`src/rtl/ref_cmp_sched_if.sv`:
```
// Handshake/data bundle between ref_cmp_sched and its neighbours.
// Latency: n/a (wires only).
// Backpressure: i_Valid/o_Read pop handshake on the source side, i_Ready gates the compare stream.
// slave  : scheduler side (config + vec_cat input, slot/compare outputs, status).
// master : environment side (drives i_* signals, observes o_* signals).
interface ref_cmp_sched_if #(
  parameter int BUS_WIDTH    = 96,
  parameter int VEC_ID_WIDTH = 8,
  parameter int REF_VEC_NO   = 8
);
  logic [VEC_ID_WIDTH-1:0] i_CmpVectorNo;
  logic                    i_CmpVectorNoValid;
  logic                    o_CmpVectorNoWack;
  logic [BUS_WIDTH-1:0]    i_Vector;
  logic                    i_Valid;
  logic                    o_Read;
  logic                    i_Ready;
  logic [BUS_WIDTH-1:0]    o_Vector;
  logic [VEC_ID_WIDTH-1:0] o_VecID;
  logic [REF_VEC_NO-1:0]   o_RefLoad;
  logic                    o_CmpValid;
  logic                    o_CmpLast;
  logic                    o_Busy;
  logic                    o_Done;
  logic [15:0]             o_RoundCnt;

  modport slave (
    input  i_CmpVectorNo, i_CmpVectorNoValid, i_Vector, i_Valid, i_Ready,
    output o_CmpVectorNoWack, o_Read, o_Vector, o_VecID, o_RefLoad,
           o_CmpValid, o_CmpLast, o_Busy, o_Done, o_RoundCnt
  );

  modport master (
    output i_CmpVectorNo, i_CmpVectorNoValid, i_Vector, i_Valid, i_Ready,
    input  o_CmpVectorNoWack, o_Read, o_Vector, o_VecID, o_RefLoad,
           o_CmpValid, o_CmpLast, o_Busy, o_Done, o_RoundCnt
  );
endinterface

```
`src/rtl/ref_cmp_sched.sv`:
```
// Round scheduler: loads REF_VEC_NO reference words into slots, then streams N compare words.
// Latency: one cycle from a pop (o_Read) to the matching o_RefLoad / o_CmpValid strobe.
// Backpressure: i_Valid low stalls loading; i_Valid or i_Ready low stalls streaming, position kept.
// Ports: clk, rst (async active-high); bus (ref_cmp_sched_if.slave) carries config write/ack,
//   source pop interface, registered slot/compare outputs and Busy/Done/RoundCnt status.
// Build option: define SCHED_ROUND_CNT_EN to include the 16-bit completed-round counter,
//   otherwise o_RoundCnt is tied to 0.
module ref_cmp_sched #(
  parameter int BUS_WIDTH    = 96,
  parameter int VEC_ID_WIDTH = 8,
  parameter int REF_VEC_NO   = 8
) (
  input  logic              clk,
  input  logic              rst,
  ref_cmp_sched_if.slave    bus
);

  localparam logic [1:0] IDLE       = 2'd0;
  localparam logic [1:0] LOAD_REF   = 2'd1;
  localparam logic [1:0] STREAM_CMP = 2'd2;
  localparam logic [1:0] DONE       = 2'd3;

  localparam logic [VEC_ID_WIDTH-1:0] REF_LAST = VEC_ID_WIDTH'(REF_VEC_NO - 1);

  logic [1:0]              state_q, state_d;
  logic [VEC_ID_WIDTH-1:0] cnt_q, cnt_d;
  logic [VEC_ID_WIDTH-1:0] idx_q, idx_d;
  logic [BUS_WIDTH-1:0]    vec_q, vec_d;
  logic [VEC_ID_WIDTH-1:0] vec_id_q, vec_id_d;
  logic [REF_VEC_NO-1:0]   ref_load_q, ref_load_d;
  logic                    cmp_valid_q, cmp_valid_d;
  logic                    cmp_last_q, cmp_last_d;
  logic                    wack_q, wack_d;
  logic                    read;

  // Pop is purely combinational so the source FIFO advances in the same cycle.
  always_comb begin
    read = 1'b0;
    if (state_q == LOAD_REF)   read = bus.i_Valid;
    if (state_q == STREAM_CMP) read = bus.i_Valid & bus.i_Ready;
  end

  always_comb begin
    state_d     = state_q;
    cnt_d       = cnt_q;
    idx_d       = idx_q;
    vec_d       = vec_q;
    vec_id_d    = vec_id_q;
    ref_load_d  = '0;
    cmp_valid_d = 1'b0;
    cmp_last_d  = 1'b0;
    wack_d      = 1'b0;
    case (state_q)
      IDLE: begin
        if (bus.i_CmpVectorNoValid) begin
          cnt_d  = bus.i_CmpVectorNo;
          wack_d = 1'b1;
          idx_d  = '0;
          // A zero count is acknowledged but starts no round.
          if (bus.i_CmpVectorNo != '0) state_d = LOAD_REF;
        end
      end
      LOAD_REF: begin
        if (read) begin
          vec_d      = bus.i_Vector;
          vec_id_d   = idx_q;
          ref_load_d = {{(REF_VEC_NO-1){1'b0}}, 1'b1} << idx_q;
          if (idx_q == REF_LAST) begin
            idx_d   = '0;
            state_d = STREAM_CMP;
          end else begin
            idx_d = idx_q + VEC_ID_WIDTH'(1);
          end
        end
      end
      STREAM_CMP: begin
        if (read) begin
          vec_d       = bus.i_Vector;
          vec_id_d    = idx_q;
          cmp_valid_d = 1'b1;
          // Compare against N-1 so N = 2^VEC_ID_WIDTH-1 never needs the index to wrap.
          if (idx_q == cnt_q - VEC_ID_WIDTH'(1)) begin
            cmp_last_d = 1'b1;
            idx_d      = '0;
            state_d    = DONE;
          end else begin
            idx_d = idx_q + VEC_ID_WIDTH'(1);
          end
        end
      end
      DONE:    state_d = IDLE;
      default: state_d = IDLE;
    endcase
  end

  always_ff @(posedge clk or posedge rst) begin
    if (rst) begin
      state_q     <= IDLE;
      cnt_q       <= '0;
      idx_q       <= '0;
      vec_q       <= '0;
      vec_id_q    <= '0;
      ref_load_q  <= '0;
      cmp_valid_q <= 1'b0;
      cmp_last_q  <= 1'b0;
      wack_q      <= 1'b0;
    end else begin
      state_q     <= state_d;
      cnt_q       <= cnt_d;
      idx_q       <= idx_d;
      vec_q       <= vec_d;
      vec_id_q    <= vec_id_d;
      ref_load_q  <= ref_load_d;
      cmp_valid_q <= cmp_valid_d;
      cmp_last_q  <= cmp_last_d;
      wack_q      <= wack_d;
    end
  end

`ifdef SCHED_ROUND_CNT_EN
  logic [15:0] round_cnt_q, round_cnt_d;

  // Wraps 0xFFFF -> 0 naturally.
  always_comb begin
    round_cnt_d = round_cnt_q;
    if (state_q == DONE) round_cnt_d = round_cnt_q + 16'd1;
  end

  always_ff @(posedge clk or posedge rst) begin
    if (rst) round_cnt_q <= '0;
    else     round_cnt_q <= round_cnt_d;
  end

  assign bus.o_RoundCnt = round_cnt_q;
`else
  assign bus.o_RoundCnt = '0;
`endif

  assign bus.o_Read            = read;
  assign bus.o_CmpVectorNoWack = wack_q;
  assign bus.o_Vector          = vec_q;
  assign bus.o_VecID           = vec_id_q;
  assign bus.o_RefLoad         = ref_load_q;
  assign bus.o_CmpValid        = cmp_valid_q;
  assign bus.o_CmpLast         = cmp_last_q;
  assign bus.o_Busy            = (state_q == LOAD_REF) || (state_q == STREAM_CMP);
  assign bus.o_Done            = (state_q == DONE);

endmodule

```
`src/flat_wrapper.sv`:
```
// flat-port wrapper written by rule: the top's interface ports become plain ports
module ref_cmp_sched_flat 
#(
  parameter int BUS_WIDTH    = 96,
  parameter int VEC_ID_WIDTH = 8,
  parameter int REF_VEC_NO   = 8
)
  (clk, rst, bus_i_CmpVectorNo, bus_i_CmpVectorNoValid, bus_i_Vector, bus_i_Valid, bus_i_Ready, bus_o_CmpVectorNoWack, bus_o_Read, bus_o_Vector, bus_o_VecID, bus_o_RefLoad, bus_o_CmpValid, bus_o_CmpLast, bus_o_Busy, bus_o_Done, bus_o_RoundCnt);
  ref_cmp_sched_if #(.BUS_WIDTH(BUS_WIDTH), .VEC_ID_WIDTH(VEC_ID_WIDTH), .REF_VEC_NO(REF_VEC_NO)) bus_i ();
  input  logic clk;
  input  logic rst;
  input wire logic [$bits(bus_i.i_CmpVectorNo)-1:0] bus_i_CmpVectorNo;
  input wire logic [$bits(bus_i.i_CmpVectorNoValid)-1:0] bus_i_CmpVectorNoValid;
  input wire logic [$bits(bus_i.i_Vector)-1:0] bus_i_Vector;
  input wire logic [$bits(bus_i.i_Valid)-1:0] bus_i_Valid;
  input wire logic [$bits(bus_i.i_Ready)-1:0] bus_i_Ready;
  output wire logic [$bits(bus_i.o_CmpVectorNoWack)-1:0] bus_o_CmpVectorNoWack;
  output wire logic [$bits(bus_i.o_Read)-1:0] bus_o_Read;
  output wire logic [$bits(bus_i.o_Vector)-1:0] bus_o_Vector;
  output wire logic [$bits(bus_i.o_VecID)-1:0] bus_o_VecID;
  output wire logic [$bits(bus_i.o_RefLoad)-1:0] bus_o_RefLoad;
  output wire logic [$bits(bus_i.o_CmpValid)-1:0] bus_o_CmpValid;
  output wire logic [$bits(bus_i.o_CmpLast)-1:0] bus_o_CmpLast;
  output wire logic [$bits(bus_i.o_Busy)-1:0] bus_o_Busy;
  output wire logic [$bits(bus_i.o_Done)-1:0] bus_o_Done;
  output wire logic [$bits(bus_i.o_RoundCnt)-1:0] bus_o_RoundCnt;
  assign bus_i.i_CmpVectorNo = bus_i_CmpVectorNo;
  assign bus_i.i_CmpVectorNoValid = bus_i_CmpVectorNoValid;
  assign bus_i.i_Vector = bus_i_Vector;
  assign bus_i.i_Valid = bus_i_Valid;
  assign bus_i.i_Ready = bus_i_Ready;
  assign bus_o_CmpVectorNoWack = bus_i.o_CmpVectorNoWack;
  assign bus_o_Read = bus_i.o_Read;
  assign bus_o_Vector = bus_i.o_Vector;
  assign bus_o_VecID = bus_i.o_VecID;
  assign bus_o_RefLoad = bus_i.o_RefLoad;
  assign bus_o_CmpValid = bus_i.o_CmpValid;
  assign bus_o_CmpLast = bus_i.o_CmpLast;
  assign bus_o_Busy = bus_i.o_Busy;
  assign bus_o_Done = bus_i.o_Done;
  assign bus_o_RoundCnt = bus_i.o_RoundCnt;
  ref_cmp_sched #(.BUS_WIDTH(BUS_WIDTH), .VEC_ID_WIDTH(VEC_ID_WIDTH), .REF_VEC_NO(REF_VEC_NO)) u_core (.clk(clk), .rst(rst), .bus(bus_i));
endmodule
```
`config.mk`:
```
export PLATFORM = sky130hd
export DESIGN_NAME = ref_cmp_sched_flat
export DESIGN_NICKNAME = d
export VERILOG_FILES = /design/src/rtl/ref_cmp_sched_if.sv /design/src/rtl/ref_cmp_sched.sv /design/src/flat_wrapper.sv
export SDC_FILE = /design/constraint.sdc
export NUM_CORES = 1
export LEC_CHECK = 0
export CAP_MARGIN = 20
export CORE_ASPECT_RATIO = 0.7
export CORE_MARGIN = 1
export CORE_UTILIZATION = 46
export CTS_CLUSTER_DIAMETER = 30
export DETAILED_ROUTE_END_ITERATION = 10
export GPL_ROUTABILITY_DRIVEN = 0
export PLACE_DENSITY = 0.95
export SLEW_MARGIN = 10
export SYNTH_ARGS = -nofsm -noshare
export SYNTH_HDL_FRONTEND = slang
export SYNTH_SLANG_ARGS = --single-unit
```
`constraint.sdc`:
```
create_clock -name clk -period 13.4 [get_ports clk]
set_input_delay 2.68 -clock clk [delete_from_list [all_inputs] [get_ports clk]]
set_output_delay 2.68 -clock clk [all_outputs]
set_load 0.01 [all_outputs]
```
## Word level (Yosys, flattened, before mapping)

Index checks and enable logic that the tools add are counted.

| word-level totals | value |
|---|---|
| register bits | 133 |
| bits in latches | 0 |
| bits in writable memories | 0 |
| bits in read-only memories | 0 |
| output and inout bits | 134 |
| logic and storage cells | 57 |
| memories | 0 |

| cells by class | value |
|---|---|
| add/subtract/negate cells | 2 |
| multiply operators | 0 |
| divide/modulo/power cells | 0 |
| order comparisons | 0 |
| eq/ne operators | 11 |
| shift operators | 1 |
| multiplexer cells | 24 |
| bitwise logic cells | 1 |
| reductions and logical operators | 9 |

Operators by type and width:

| operator | number |
|---|---|
| $mux W8 | 7 |
| $pmux W8 S3 | 1 |
| $mux W2 | 6 |
| $ne A2 B2 Y1 const B | 5 |
| $mux W1 | 9 |
| $add A8 B1 Y8 const B | 1 |
| $eq A8 B3 Y1 const B | 1 |
| $eq A8 B8 Y1 | 1 |
| $pmux W2 S4 | 1 |
| $reduce_bool A8 Y1 | 1 |
| $shl A1 B8 Y8 const A | 1 |
| $sub A8 B1 Y8 const B | 1 |
| $reduce_and A6 Y1 | 1 |
| $eq A2 B2 Y1 const B | 2 |
| $reduce_and A2 Y1 | 2 |
| $reduce_and A4 Y1 | 1 |
| $reduce_bool A3 Y1 | 1 |
| $eq A2 B1 Y1 const B | 1 |
| $logic_not A2 Y1 | 1 |
| $ne A2 B1 Y1 const B | 1 |
| $reduce_or A2 Y1 | 1 |
| $and A1 B1 Y1 | 1 |
| $logic_or A1 B1 Y1 | 1 |

## Logic depth before layout (Yosys ltp)

| depth | value |
|---|---|
| depth after elaboration | 5 |
| depth in mapped cells | 10 |
| gate-level depth less buffers | 9 |

## Worst setup path after synthesis

No wires, ideal clock.

| timing | value |
|---|---|
| path kind | input-to-output |
| from | in bus_i_Ready |
| to | out bus_o_Read |
| arrival | 2.954 ns |
| path slack | 7.766 ns |
| stages on the path | 2 |
| buffers on the path | 0 |
| path through | mux2i_1 nor2b_1 |

| on the way | value |
|---|---|
| word-level cells in the longest chain between the ends | 2 |

RTL lines:

| what | RTL line | text |
|---|---|---|
| start, declared | flat_wrapper.sv:16 | `input wire logic [$bits(bus_i.i_Ready)-1:0] bus_i_Ready;` |
| $and A1 B1 Y1 | ref_cmp_sched.sv:40 | `if (state_q == STREAM_CMP) read = bus.i_Valid & bus.i_Ready;` |
| $mux W1 | ref_cmp_sched.sv:40 |  |
| end, declared | flat_wrapper.sv:18 | `output wire logic [$bits(bus_i.o_Read)-1:0] bus_o_Read;` |

Every way passes these cells.

## Worst setup path in the final report

Same ends and word-level chain as after synthesis.

==> metrics <==
Synth Register Bits=133; GRT Overall Usage=~22%; Max clock buf depth=2; first-pass GRT wire length=21.4 mm; root buf cell=clkbuf_16; Final Max Slew Viols=0; mux share of post-synthesis cell area=22.1%; Remaining Overflow, GRT=0; PortBufs=roughly 230; Avg WL per Cell=approximately 17 µm; ANT nets after route=0; Post-synth top flop=dfrtp_1; minimum clock period=6.88 ns; worst rel slew slack=about 29%; Cell Area, Placed=approximately 8000 µm²; synth warn=0; antenna cell count=0; worst hold path cell count=1; reg2reg setup slack=approximately 10 ns; Worst-Skew Late Latency=0.40 ns; fmax=about 0.15 GHz; dpl cells=between 700 and 800; final number of setup-violating endpoints=0; Residual DRC=0; std cell rows=33; initial DRC count=~160; synthesized-area fraction occupied by xor and xnor cells=roughly 1.9%; core area=between 10000 and 15000 µm²; Final Instance Area=~8600 µm²; TritonCTS clock tree=yes; clock sinks=roughly 130; Post-CTS Setup Inserts=0; largest family of logic cells by synthesized area=multiplexers; number of library cell types mapped by synthesis=between 40 and 50; post-synthesis cell count=~400; Total Routed Length=between 10 and 15 mm; H-tree level count=4; worst clock skew=about 0.0074 ns; commonest non-fill, non-tap cell in the layout=clkdlybuf4s50_1; pwr dens=around 240 nW/µm²; final net count=around 750; Arr. time, crit path=4.20 ns; hold-fix buffers at CTS=0; max cap viols=0; fin cells=809; r2r startpoint=u_core.state_q[0]; critical path type=primary input to primary output; complex-gate fraction of the synthesized area=3.92%; post-CTS sizing=0; Setup crit start kind=primary input; sequential area share after synthesis=between 50% and 60%; synth top area cells=dfrtp_1, mux2_2, buf_4, ha_1, nand2_1; Leakage=3.67 nW; Mapped Avg Cell Area=13.7 µm²; Slew @ Worst Pin=about 1.1 ns; crit share post-route=around half; share of cells above drive strength 1=around a quarter; dpl hpwl=~10 mm; hold_sp=u_core.bus.o_Vector[20]; CP required=about 11 ns; Die X=~130 µm; Async SR Flop Fraction=100%; Critical R2R Capture=u_core.bus.o_Vector[90]; Cell Area, Synth=5650 µm²; post-synthesis adder-cell area fraction=about 1.3%; status=finished, final reports clean; R2R cell count=7; commonest non-fill, non-tap cells in the layout=clkdlybuf4s50_1, dfrtp_1, mux2_2; Hold Path End=u_core.bus.o_Vector[20]; DR vias=a little over 4000; Fin Setup TNS=0 ns; post-synth top area cell=dfrtp_1; die area=approximately 13000 µm²; largest net degree at the start of global routing=85; RSZ-0062 raised after global routing=no; DR pass1 iterations=4; Crit Path Max Fanout=3; Reg clk slew, reported paths=0.06 ns; CP Capture Type=primary output; Hold Violations, Final=0; Post-synth EDFFs=0; initial antenna violation count=0; die height=roughly 95 µm; share of the synthesized area in the top cell type=between 50% and 60%; initial cell density of the core=approximately 48%; Layout area overhead=52.8%; vias in the first global route=around 4300; worst min path class=register to register; Worst VDD drop=131 µV; I/O pin cnt=243; fill cell count=771; number of buffers created by CTS=17; vias per cell=~5.1; Post-Synth Simple-Gate Area=7.04%
power breakdown:
part | internal, mW | total (mW) | switching, mW
Clock | 0.320 | 0.497 | 0.177
Sequential | 0.582 | 0.699 | 0.117
Combinational | 0.534 | 0.898 | 0.364
Total | 1.44 | 2.09 | 0.659
state kept, by name, indices dropped and copies added, names as in the netlist:
register and count:
u_core.bus.o_VecID 8, u_core.idx_q 8, u_core.bus.o_RefLoad 8, u_core.cnt_q 8
u_core.bus.o_CmpLast 1, u_core.bus.o_Vector 96, u_core.bus.o_CmpVectorNoWack 1, u_core.bus.o_CmpValid 1
u_core.state_q 2
cells in the mapped netlist (3+ instances only):
cell	instances
a21oi_2	3
inv_1	12
nor3_1	7
nor2_1	13
clkbuf_1	3
nand2_1	17
buf_2	8
o21ai_0	7
o211ai_1	4
buf_4	17
nor4_1	4
nor2b_1	3
dfrtp_1	133
nand4_1	3
nand2b_1	3
and3_1	3
buf_1	6
xnor2_1	5
xor2_1	7
mux2_2	108
nand3_1	8
ha_1	6
metal layers:
metal  part of all wire, %  vias to the layer above  track usage, %
li1                      -                     1868               -
met1                    38                     2004            25.7
met2                    50                      204            37.9
met3                    10                       19            9.34
met4                   1.7                        0            7.40
met5                     0                        -               0
area by class of cell:
type | instances | area [µm²] | area share [%]
Inverter | 12 | 47.5 | 0.551
Clock buffer | 19 | 443 | 5.13
Sequential cell | 133 | 3330 | 38.6
Clock inverter | 13 | 195 | 2.26
Multi-Input combinational cell | 246 | 2110 | 24.5
Timing Repair Buffer | 229 | 2300 | 26.7
Tap cell | 157 | 196 | 2.28
worst max path at each step:
stage	slack [ns]	cells past startpoint	to	from
after floorplan	7.17	1	u_core.bus.o_CmpLast	rst
after global placement	6.54	4	bus_o_Read	bus_i_Ready
after detailed placement	6.53	4	bus_o_Read	bus_i_Ready
after CTS	6.51	4	bus_o_Read	bus_i_Ready
after global routing	6.45	4	bus_o_Read	bus_i_Ready
final	6.52	4	bus_o_Read	bus_i_Ready
cells by family (layout without fill, tap and decap cells):
group	after synthesis	count (layout)
buffers and inverters	48	273
and+or+nand+nor	70	70
adders and majority gates	6	6
muxes	111	111
DFF	133	133
other	1	16
AOI/OAI and AO/OA	31	31
xor gates and xnor gates	12	12
critical path, cell delays in order:
cell	delay (ns)
clkdlybuf4s50_1	0.50
mux2i_1	0.09
nor2b_1	0.28
clkdlybuf4s50_1	0.65
stage by stage:
step	setup WS [ns]	utilization, %	hold WS, ns	power, mW
after global placement	6.54	67.2	0.486	1.56
after global routing	6.45	72.8	0.521	2.21
final	6.52	72.8	0.504	2.09
after CTS	6.51	72.6	0.506	2.11
after floorplan	7.17	-	0.500	1.14
after detailed placement	6.53	67.2	0.491	1.61
Power figures use the tool's default switching activity.
